**src/rtl/mem_bus_arbiter_pkg.sv**
```systemverilog
// -----------------------------------------------------------------------------
// mem_bus_arbiter_pkg
// Shared bus/memory definitions for the processor-memory port and the types
// used by the arbiter between the data cache and the instruction cache.
//   BUS_COMMAND  : memory bus command (none / load / store)
// MEM_SIZE     : access size carried with each request
// MEM_OWNER    : which requester owns an outstanding load tag
// ARB_GRANT    : arbiter grant decision for the current cycle
// -----------------------------------------------------------------------------
package mem_bus_arbiter_pkg;

    localparam int unsigned NUM_MEM_TAGS = 15;
    localparam int unsigned DATA_SIZE    = 64;

    typedef enum logic [1:0] {
        BUS_NONE  = 2'h0,
        BUS_LOAD  = 2'h1,
        BUS_STORE = 2'h2
    } BUS_COMMAND;

    typedef enum logic [1:0] {
        BYTE   = 2'h0,
        HALF   = 2'h1,
        WORD   = 2'h2,
        DOUBLE = 2'h3
    } MEM_SIZE;

    typedef enum logic {
        OWN_D = 1'b0,
        OWN_I = 1'b1
    } MEM_OWNER;

    typedef enum logic [1:0] {
        GNT_NONE = 2'h0,
        GNT_D    = 2'h1,
        GNT_I    = 2'h2
    } ARB_GRANT;

endpackage

```
**src/rtl/mem_bus_arbiter_tag_table.sv**
```systemverilog
// -----------------------------------------------------------------------------
// mem_tag_table
// Owner table for outstanding memory load tags. One entry per tag value,
// each holding {valid, owner}. Entry 0 ("no tag") is never written.
//   i_clock, i_reset  : clock, asynchronous active-high reset
// i_set_en/_tag/_owner : record a newly accepted load tag and its owner
//   i_clr_en/_tag     : retire a completed tag
//   i_lkp_tag         : combinational lookup index
//   o_lkp_valid/_owner: lookup result
// A set and a clear of the same tag in one cycle leaves the entry valid with
// the new owner (tag retired and reissued in the same cycle).
// -----------------------------------------------------------------------------
module mem_tag_table
    import mem_bus_arbiter_pkg::*;
#(
    parameter int unsigned TW = 4
) (
    input  logic          i_clock,
    input  logic          i_reset,
    input  logic          i_set_en,
    input  logic [TW-1:0] i_set_tag,
    input  MEM_OWNER      i_set_owner,
    input  logic          i_clr_en,
    input  logic [TW-1:0] i_clr_tag,
    input  logic [TW-1:0] i_lkp_tag,
    output logic          o_lkp_valid,
    output MEM_OWNER      o_lkp_owner
);

    localparam int unsigned NE = 2 ** TW;

    logic [NE-1:0] r_valid;
    MEM_OWNER      r_owner [NE];

    always_ff @(posedge i_clock or posedge i_reset) begin
        if (i_reset) begin
            r_valid <= '0;
            for (int e = 0; e < NE; e++) begin
                r_owner[e] <= OWN_D;
            end
        end else begin
            // Loop starts at 1 so entry 0 stays invalid forever.
            for (int e = 1; e < NE; e++) begin
                if (i_set_en && (i_set_tag == TW'(e))) begin
                    r_valid[e] <= 1'b1;
                    r_owner[e] <= i_set_owner;
                end else if (i_clr_en && (i_clr_tag == TW'(e))) begin
                    r_valid[e] <= 1'b0;
                end
            end
        end
    end

    assign o_lkp_valid = r_valid[i_lkp_tag];
    assign o_lkp_owner = r_owner[i_lkp_tag];

endmodule

```
**src/rtl/mem_bus_arbiter.sv**
```systemverilog
// -----------------------------------------------------------------------------
// mem_bus_arbiter
// Shares the single processor-memory port between the data cache (D) and the
// instruction cache (I). D has priority; an age counter (wait_cnt) hands the
// port to I after IC_MAX_WAIT consecutive rejected I cycles. Accepted load
// tags are recorded with their owner so returning data is steered only to the
// requester that issued the load.
//   clock, reset                  : clock, asynchronous active-high reset
//   d_command/addr/data/size      : data-cache request
//   i_command/addr/size           : I-cache request (loads only)
//   mem2proc_response/data/tag    : memory acceptance tag and return data
//   proc2mem_command/addr/data/size : request forwarded to memory
//   d_response/rdata/tag          : acceptance and completion to data cache
//   i_response/rdata/tag          : acceptance and completion to I-cache
//   tag_err                       : sticky, returned tag had no owner
// -----------------------------------------------------------------------------
module mem_bus_arbiter
    import mem_bus_arbiter_pkg::*;
#(
    parameter int unsigned TW          = $clog2(NUM_MEM_TAGS),
    parameter int unsigned IC_MAX_WAIT = 4
) (
    input  logic                 clock,
    input  logic                 reset,

    input  BUS_COMMAND           d_command,
    input  logic [31:0]          d_addr,
    input  logic [DATA_SIZE-1:0] d_data,
    input  MEM_SIZE              d_size,

    input  BUS_COMMAND           i_command,
    input  logic [31:0]          i_addr,
    input  MEM_SIZE              i_size,

    input  logic [TW-1:0]        mem2proc_response,
    input  logic [DATA_SIZE-1:0] mem2proc_data,
    input  logic [TW-1:0]        mem2proc_tag,

    output BUS_COMMAND           proc2mem_command,
    output logic [31:0]          proc2mem_addr,
    output logic [DATA_SIZE-1:0] proc2mem_data,
    output MEM_SIZE              proc2mem_size,

    output logic [TW-1:0]        d_response,
    output logic [DATA_SIZE-1:0] d_rdata,
    output logic [TW-1:0]        d_tag,

    output logic [TW-1:0]        i_response,
    output logic [DATA_SIZE-1:0] i_rdata,
    output logic [TW-1:0]        i_tag,

    output logic                 tag_err
);

    localparam int unsigned WCW = $clog2(IC_MAX_WAIT + 1);
    localparam logic [WCW-1:0] WAIT_MAX = WCW'(IC_MAX_WAIT);

    logic [WCW-1:0] r_wait_cnt;
    logic           r_tag_err;

    logic           w_d_req;
    logic           w_i_req;
    ARB_GRANT       w_grant;
    logic           w_accepted;
    logic           w_i_accept;
    logic           w_set_en;
    MEM_OWNER       w_set_owner;
    logic           w_tag_present;
    logic           w_lkp_valid;
    MEM_OWNER       w_lkp_owner;
    logic           w_hit;
    logic           w_orphan;

    assign w_d_req = (d_command != BUS_NONE);
    assign w_i_req = (i_command != BUS_NONE);

    // Grant: a starved I-cache overrides D priority.
    always_comb begin
        w_grant = GNT_NONE;
        if (w_i_req && (r_wait_cnt == WAIT_MAX)) begin
            w_grant = GNT_I;
        end else if (w_d_req) begin
            w_grant = GNT_D;
        end else if (w_i_req) begin
            w_grant = GNT_I;
        end
    end

    // Request forwarding and acceptance routing.
    always_comb begin
        proc2mem_command = BUS_NONE;
        proc2mem_addr    = '0;
        proc2mem_data    = '0;
        proc2mem_size    = BYTE;
        d_response       = '0;
        i_response       = '0;
        unique case (w_grant)
            GNT_D: begin
                proc2mem_command = d_command;
                proc2mem_addr    = d_addr;
                proc2mem_data    = d_data;
                proc2mem_size    = d_size;
                d_response       = mem2proc_response;
            end
            GNT_I: begin
                proc2mem_command = i_command;
                proc2mem_addr    = i_addr;
                proc2mem_size    = i_size;
                i_response       = mem2proc_response;
            end
            default: ;
        endcase
    end

    assign w_accepted  = (mem2proc_response != '0);
    assign w_i_accept  = (w_grant == GNT_I) && w_accepted;
    // Stores complete without a tag return, so only loads are tracked.
    assign w_set_en    = (proc2mem_command == BUS_LOAD) && w_accepted;
    assign w_set_owner = (w_grant == GNT_I) ? OWN_I : OWN_D;

    assign w_tag_present = (mem2proc_tag != '0);
    assign w_hit         = w_tag_present && w_lkp_valid;
    assign w_orphan      = w_tag_present && !w_lkp_valid;

    mem_tag_table #(
        .TW (TW)
    ) u_tag_table (
        .i_clock     (clock),
        .i_reset     (reset),
        .i_set_en    (w_set_en),
        .i_set_tag   (mem2proc_response),
        .i_set_owner (w_set_owner),
        .i_clr_en    (w_hit),
        .i_clr_tag   (mem2proc_tag),
        .i_lkp_tag   (mem2proc_tag),
        .o_lkp_valid (w_lkp_valid),
        .o_lkp_owner (w_lkp_owner)
    );

    // Completion steering: only the recorded owner sees the tag and data.
    always_comb begin
        d_tag   = '0;
        d_rdata = '0;
        i_tag   = '0;
        i_rdata = '0;
        if (w_hit) begin
            if (w_lkp_owner == OWN_I) begin
                i_tag   = mem2proc_tag;
                i_rdata = mem2proc_data;
            end else begin
                d_tag   = mem2proc_tag;
                d_rdata = mem2proc_data;
            end
        end
    end

    always_ff @(posedge clock or posedge reset) begin
        if (reset) begin
            r_wait_cnt <= '0;
        end else if (w_i_accept || !w_i_req) begin
            r_wait_cnt <= '0;
        end else if (r_wait_cnt != WAIT_MAX) begin
            r_wait_cnt <= r_wait_cnt + WCW'(1);
        end
    end

    always_ff @(posedge clock or posedge reset) begin
        if (reset) begin
            r_tag_err <= 1'b0;
        end else if (w_orphan) begin
            r_tag_err <= 1'b1;
        end
    end

    assign tag_err = r_tag_err;

endmodule

```
**config.mk**
```make
export PLATFORM = sky130hd
export DESIGN_NAME = mem_bus_arbiter
export DESIGN_NICKNAME = d
export VERILOG_FILES = /design/src/rtl/mem_bus_arbiter_pkg.sv /design/src/rtl/mem_bus_arbiter_tag_table.sv /design/src/rtl/mem_bus_arbiter.sv
export SDC_FILE = /design/constraint.sdc
export NUM_CORES = 1
export LEC_CHECK = 0
export ABC_AREA = 1
export BUFFER_PORTS_ARGS = -buffer_cell sky130_fd_sc_hd__buf_2
export CORE_AREA = 4 4 174 176
export CTS_CLUSTER_SIZE = 10
export DETAILED_ROUTE_END_ITERATION = 7
export DIE_AREA = 0 0 178 180
export GPL_TIMING_DRIVEN = 0
export HOLD_SLACK_MARGIN = 0.15
export PLACE_DENSITY = 0.5
export SLEW_MARGIN = 20
export SYNTH_ARGS = -nofsm -noshare
export SYNTH_HDL_FRONTEND = slang
export SYNTH_SLANG_ARGS = --single-unit
```
**constraint.sdc**
```tcl
create_clock -name clock -period 2.6 [get_ports clock]
set_input_delay 0.26 -clock clock [delete_from_list [all_inputs] [get_ports clock]]
set_output_delay 0.26 -clock clock [all_outputs]
set_load 0.05 [all_outputs]
```
==> key figures, run 1 <==
Global route
  • First-pass GRT wire length: 37,290 µm
  • Gr ovfl total: 0
  • Maximum number of pins on one net before global-route repair: 35
  • Vias in the first global route: 6,275
  • Overall Global Routing Usage: 15.02%
  • Initial antenna violation count: 9

Timing
  • Final period util: 96.87%
  • Setup repair after global routing missed its margin: no
  • F_max: 397.1 MHz
  • Final Max Tran Viols: 0
  • Worst slew margin: 50.08%
  • Final hold violations: 0
  • Final Critical Period: 2519 ps
  • Final TNS setup: 0 ps
  • Slew @ Worst Pin: 747.7 ps
  • Worst Skew: 3.766 ps
  • Final setup viols: 0

Yosys
  • Netlist cell types: 27
  • FF+latch count, synth: 34
  • Simple-Gate Fraction of Synth Area: 51.04%
  • Main combinational cell family by area after synthesis: simple AND/OR/NAND/NOR gates
  • Post-Synth XOR/XNOR Area: 0.2270%
  • Cells after synthesis: 754
  • Top cell type's share of synthesized area: 29.28%
  • Netlist Area Pre-Place: 0.003859 mm²
  • Mean Syn Cell Area: 5.118 µm²
  • Adder-cell share of the synthesized area: 1.621%
  • Top post-synthesis cells by area: nand2_1 (29%), dfrtp_1 (22%), nor2_1 (16%)
  • Top cell type by total area after synthesis: nand2_1
  • Post-synthesis compound-gate area fraction: 8.917%
  • Post-synthesis sequential area ratio: 22.05%
  • Mapped Nets: 969
  • Mux share of post-synthesis cell area: 0%
  • Ys Warns: 2

Place
  • Post-DP HPWL: 23,200 µm
  • IO Port Bufs: 453
  • GP Congestion: 0.9444

Setup path
  • Req. time, crit path: 2340 ps
  • CP Capture Type: primary output
  • WS Path Type: reg2out
  • Worst Setup Start Kind: flip-flop
  • R2R depth: 14
  • Critical Path AT: 2260 ps
  • CP Max Fanout: 10

Finish
  • Most frequent cells in the layout: buf_2 (374), nand2_1 (300), nor2_1 (166), inv_1 (93), buf_4 (77)
  • Area Growth Syn to Fin: 89.59%
  • Commonest non-fill, non-tap cell in the layout: buf_2
  • Layout cells sized above 1: 45.70%
  • Nets: 1,435

Floorplan
  • Cell row count: 62
  • Boundary pin count: 455
  • Core ar.: 0.02863 mm²
  • Die area: 0.03204 mm²
  • Die span in y: 180 µm
  • Initial core utilization: 13.48%
  • Die X: 178 µm

CTS
  • TritonCTS clock tree: yes
  • CTS Buf Count: 5
  • Clock Sinks: 34
  • Clock Tree Root: clkbuf_16
  • Clock buffer depth: 2
  • Clk_lat worst skew: 280 ps
  • H-tree levels: 2
  • Clk slew on worst S/H paths: 60 ps

Routing
  • Routed wire length: 26,150 µm
  • Antenna Nets Post-Route: 0
  • Drt pass-1 iters: 4
  • Vias/cell: 3.928
  • Met2 WL: 13,910 µm
  • Top routing layer used: met5
  • DR iter-0 viols: 216
  • Total number of vias: 6,308
  • Avg WL per Cell: 16.28 µm
  • Residual DRC: 0
  • Met3 WL: 2201 µm
  • WL met1: 9458 µm

Power
  • Clock share of power: 9.0%
  • Sequential Power Share: 11.3%
  • Cell Int Power: 2.499 mW
  • Power Dens Cells: 917.4 mW/mm²
  • Sw Share: 62.77%
  • Static leakage: 4.583 nW
  • Peak VDD IR: 0.4480 mV
  • Sw power: 4.213 mW
  • Gate power share: 79.7%
  • Tot Pwr: 6.712 mW

Status
  • Outcome: completed

Run
  • MaxCap Viol Count: 0

Min path
  • WHS Path Cells: 3
  • Hold WC Path Type: in2reg
-- sequential cells by signal, summed over array words and instances (netlist names) --
signal	flops
u_tag_table.r_valid	15
u_tag_table.r_owner	15
r_wait_cnt	3
tag_err	1
-- cell type report --
class	instances	area, µm²
Multi-Input combinational cell	575	2540
Tap cell	384	480.5
Fill cell	3394	21310
Timing Repair Buffer	460	2571
Sequential cell	34	850.8
Clock inverter	2	12.51
Clock buffer	6	138.9
Inverter	101	385.4
Buffer	43	334.1
Antenna cell	1	2.502
-- power by group through the flow --
| stage | sequential (mW) | clock, mW | combinational [mW] |
|---|---|---|---|
| 6_report | 0.759 | 0.602 | 5.35 |
| 5_1_grt | 0.779 | 0.638 | 5.66 |
| 4_1_cts | 0.758 | 0.615 | 5.31 |
| 3_5_place_dp | 0.767 | 0 | 4.95 |
| 3_3_place_gp | 0.764 | 0 | 4.93 |
| 2_1_floorplan | 0.747 | 0 | 3.61 |
-- layer usage --
layer / vias to the layer above / GRT usage [%]
li1: 3155 / -
met1: 2790 / 15.29
met2: 327 / 30.38
met3: 30 / 3.466
met4: 6 / 3.156
met5: - / 0
-- critical path, stage by stage (launching register included) --
cell,delay [ps]
dfrtp_1,390
inv_1,80
ha_1,160
nand2_2,80
inv_4,100
o21ai_4,70
inv_2,90
ha_1,160
buf_6,140
clkbuf_4,200
nand2_1,60
a21oi_1,190
buf_4,250
-- path summary, 6_finish.rpt --
| check | start | slack, ps | to |
|---|---|---|---|
| setup reg to reg | r_wait_cnt[0] | 270 | u_tag_table.r_owner[8] |
| setup / recovery | r_wait_cnt[0] | 80 | proc2mem_addr[18] |
| hold reg to reg | tag_err | 470 | tag_err |
| max in group asynchronous | reset | 1460 | tag_err |
| hold / removal | mem2proc_tag[3] | 310 | tag_err |
| min in group asynchronous | reset | 660 | r_wait_cnt[0] |
-- cells by family (layout without fill, tap and decap cells) --
group / count (synthesis) / after routing
adder cells (fa/ha/maj): 5 / 5
buffers and inverters: 145 / 612
other: 0 / 1
AND/OR/NAND/NOR: 501 / 501
flip-flops: 34 / 34
XOR/XNOR: 1 / 1
AO/OA/AOI/OAI: 68 / 68
-- through the flow --
step	worst slack (ps)	std cells	cell area (µm²)	hold WS, ps	utilization [%]
global placement	-576.6	1591	6689	458.5	23.37
global route	2.133	1606	7316	319.4	25.56
floorplan	-175.9	754	3941	401.6	-
CTS	25.80	1602	7196	309.3	25.14
finish	81.46	1606	7316	309.8	25.56
detailed placement	-589.6	1591	6689	440.0	23.37
-- what timing repair did --
action                                  in CTS  in global routing
pin swaps                                    1                  3
hold endpoints to repair                    28                  0
endpoints found under the setup margin     132                135
buffers inserted                             3                  3
resized for setup                          119                 35
hold buffers                                 1                  0
-- Yosys cell counts (all sizes together) --
master / number
o21bai: 1
nand2: 312
nand4: 4
inv: 101
nor3: 2
xnor2: 1
o22ai: 1
dfrtp: 34
buf: 24
ha: 5
o21ai: 28
a21oi: 38
clkbuf: 20
nand3: 10
or2: 1
nor3b: 1
nor2: 171
No activity file was read; power rests on OpenSTA's default activity.
==> inputs of run 2 (changes only) <==
--- a/config.mk
+++ b/config.mk
@@ -11,7 +11,6 @@
 export CTS_CLUSTER_SIZE = 10
 export DETAILED_ROUTE_END_ITERATION = 7
 export DIE_AREA = 0 0 178 180
-export GPL_TIMING_DRIVEN = 0
 export HOLD_SLACK_MARGIN = 0.15
 export PLACE_DENSITY = 0.5
 export SLEW_MARGIN = 20
==> run 2 against run 1 <==
  * Clock-buffer cell count decreased by 1
  * Via count increased by 0.95%
  * Critical endpoint is now proc2mem_data[47]
  * Critical path depth decreased by 1
  * Final cell count decreased by 0.93%
  * Combinational power increased by 4.3%
  * First-iteration DRC count increased by 10%
  * Power increased by 2.9%
  * Maximum frequency increased by 1.5%
  * Non-clock buffer count decreased by 16
  * Sequential power increased by 1%
  * Die area unchanged
==> key figures, run 2 (synthesized netlist as in run 1, its figures left out) <==
Status
  • Outcome: completed

Global route
  • Overall Global Routing Usage: 14.35%
  • Vias in the first global route: 6,240
  • Maximum number of pins on one net before global-route repair: 69
  • Initial antenna violation count: 7
  • Grt peak-use layer: met2
  • GR Layer Usage met3: 3.718%
  • First-pass GRT wire length: 36,230 µm
  • Met2 GRT Util: 26.65%
  • Met1 usage: 15.24%
  • Gr ovfl total: 0

CTS
  • Clock buffer depth: 2
  • Clk slew on worst S/H paths: 50 ps
  • TritonCTS clock tree: yes
  • Clk_lat worst skew: 280 ps
  • CTS Buf Count: 5
  • Clock Tree Root: clkbuf_16
  • Clock Sinks: 34
  • H-tree levels: 2

Timing
  • Final setup viols: 0
  • Worst slew margin: 60.77%
  • Hold WS: 321.7 ps
  • F_max: 402.8 MHz
  • Worst Skew: 3.798 ps
  • Final hold violations: 0
  • Setup repair after global routing missed its margin: no
  • Final Max Tran Viols: 0
  • Final period util: 95.48%
  • Final Critical Period: 2482 ps
  • Final TNS setup: 0 ps
  • Slew @ Worst Pin: 587.9 ps

Floorplan
  • Die span in y: 180 µm
  • Boundary pin count: 455
  • Cell row count: 62
  • Die X: 178 µm
  • Core ar.: 0.02863 mm²
  • Initial core utilization: 13.48%
  • Die area: 0.03204 mm²

Setup path
  • CP Capture Type: primary output
  • R2R setup slack: 280 ps
  • Worst path top cell family by delay: buffers and inverters
  • WS Path Type: reg2out
  • Crit-path cells: inv_1 -> ha_1 -> nand2_2 -> inv_2 -> a21oi_4 -> ha_4 -> buf_6 -> bufbuf_16 -> nand2_1 -> inv_1 -> buf_2
  • CP Max Fanout: 14
  • Buf+Inv Stages, Crit Path: 6
  • Req. time, crit path: 2340 ps
  • Most used cell, CP: inv_1
  • CP max stage cell: dfrtp_1
  • Critical Path AT: 2220 ps
  • CP peak stage delay: 340 ps
  • Worst Setup Start Kind: flip-flop

Finish
  • Layout cells sized above 1: 45.73%
  • Commonest non-fill, non-tap cell in the layout: buf_2
  • Nets: 1,420
  • Most frequent cells in the layout: buf_2 (375), nand2_1 (300), nor2_1 (166), inv_1 (95), buf_4 (68)
  • Area Growth Syn to Fin: 93.42%
  • Biggest regs: u_tag_table.r_owner: 15 flops, u_tag_table.r_valid: 15 flops, r_wait_cnt: 3 flops
  • Final Util: 26.07%

Routing
  • Avg WL per Cell: 15.90 µm
  • Total number of vias: 6,368
  • Residual DRC: 0
  • Vias/cell: 4.003
  • DR iter-0 viols: 238
  • Antenna Nets Post-Route: 0
  • Drt pass-1 iters: 5
  • Routed wire length: 25,300 µm

Power
  • Tot Pwr: 6.905 mW
  • Power Dens Cells: 925.2 mW/mm²
  • Static leakage: 4.604 nW
  • Peak VDD IR: 0.5799 mV

Place
  • GP Congestion: 0.9207
  • Post-DP HPWL: 21,770 µm
  • IO Port Bufs: 454

Min path
  • Hold WC Path Type: in2reg

Run
  • MaxCap Viol Count: 0
## run 2: worst paths after layout
kind | startpoint | endpoint | cells after the start
worst max register to register | r_wait_cnt[0] | u_tag_table.r_owner[8] | 14
worst min-delay path | mem2proc_tag[3] | tag_err | 3
worst max-delay path | r_wait_cnt[0] | proc2mem_data[47] | 11
max in group asynchronous | reset | u_tag_table.r_owner[11] | 4
worst min register to register | tag_err | tag_err | 1
min in group asynchronous | reset | r_wait_cnt[0] | 4
## run 2: report_power, final
part | switching, mW | internal (mW)
logic | 3.95 | 1.63
clock network | 0.212 | 0.345
registers | 0.0867 | 0.681
total | 4.25 | 2.65
## run 2: per-layer routing
metal,vias to the layer above,part of all wire (%)
met2,342,49
met5,-,0.19
met3,52,9.4
met4,6,4.5
li1,3134,-
met1,2834,36
## run 2: final cells by class
| cell class | count | area [µm²] |
|---|---|---|
| antenna | 2 | 5.005 |
| inverter | 101 | 379.1 |
| tap | 384 | 480.5 |
| multi-input combinational | 576 | 2609 |
| fill | 3312 | 21160 |
| sequential | 34 | 850.8 |
| clock buffer | 5 | 125.1 |
| clock inverter | 2 | 10.01 |
| timing repair buffer | 487 | 3004 |
## run 2: through the flow
| stage | setup slack [ps] | cell area, µm² | instances |
|---|---|---|---|
| after detailed placement | 18.45 | 6844 | 1572 |
| after global placement | 112.5 | 6844 | 1572 |
| after global routing | 5.380 | 7461 | 1590 |
| after floorplan | -175.9 | 3941 | 754 |
| final | 117.6 | 7463 | 1591 |
| after CTS | 0.6080 | 7298 | 1587 |
## run 2: what timing repair did
item                                    in CTS  in global routing
endpoints found under the setup margin     101                153
hold endpoints to repair                    34                  0
resized for setup                           58                 70
setup buffers                                4                  1
pin swaps                                    5                  4
gates cloned                                 3                  1
hold buffers                                 1                  0
## run 2: worst reg2reg max path, stage by stage (launching register included)
cell      delay [ps]
dfrtp_1          340
inv_1             60
ha_1             210
nand2_2          110
inv_2             80
a21oi_4          180
ha_4             160
clkbuf_4         160
nand2_1           90
a21oi_4          160
nor3b_4          230
buf_12           160
nand2_1          120
nand2_1           90
o21ai_1           50
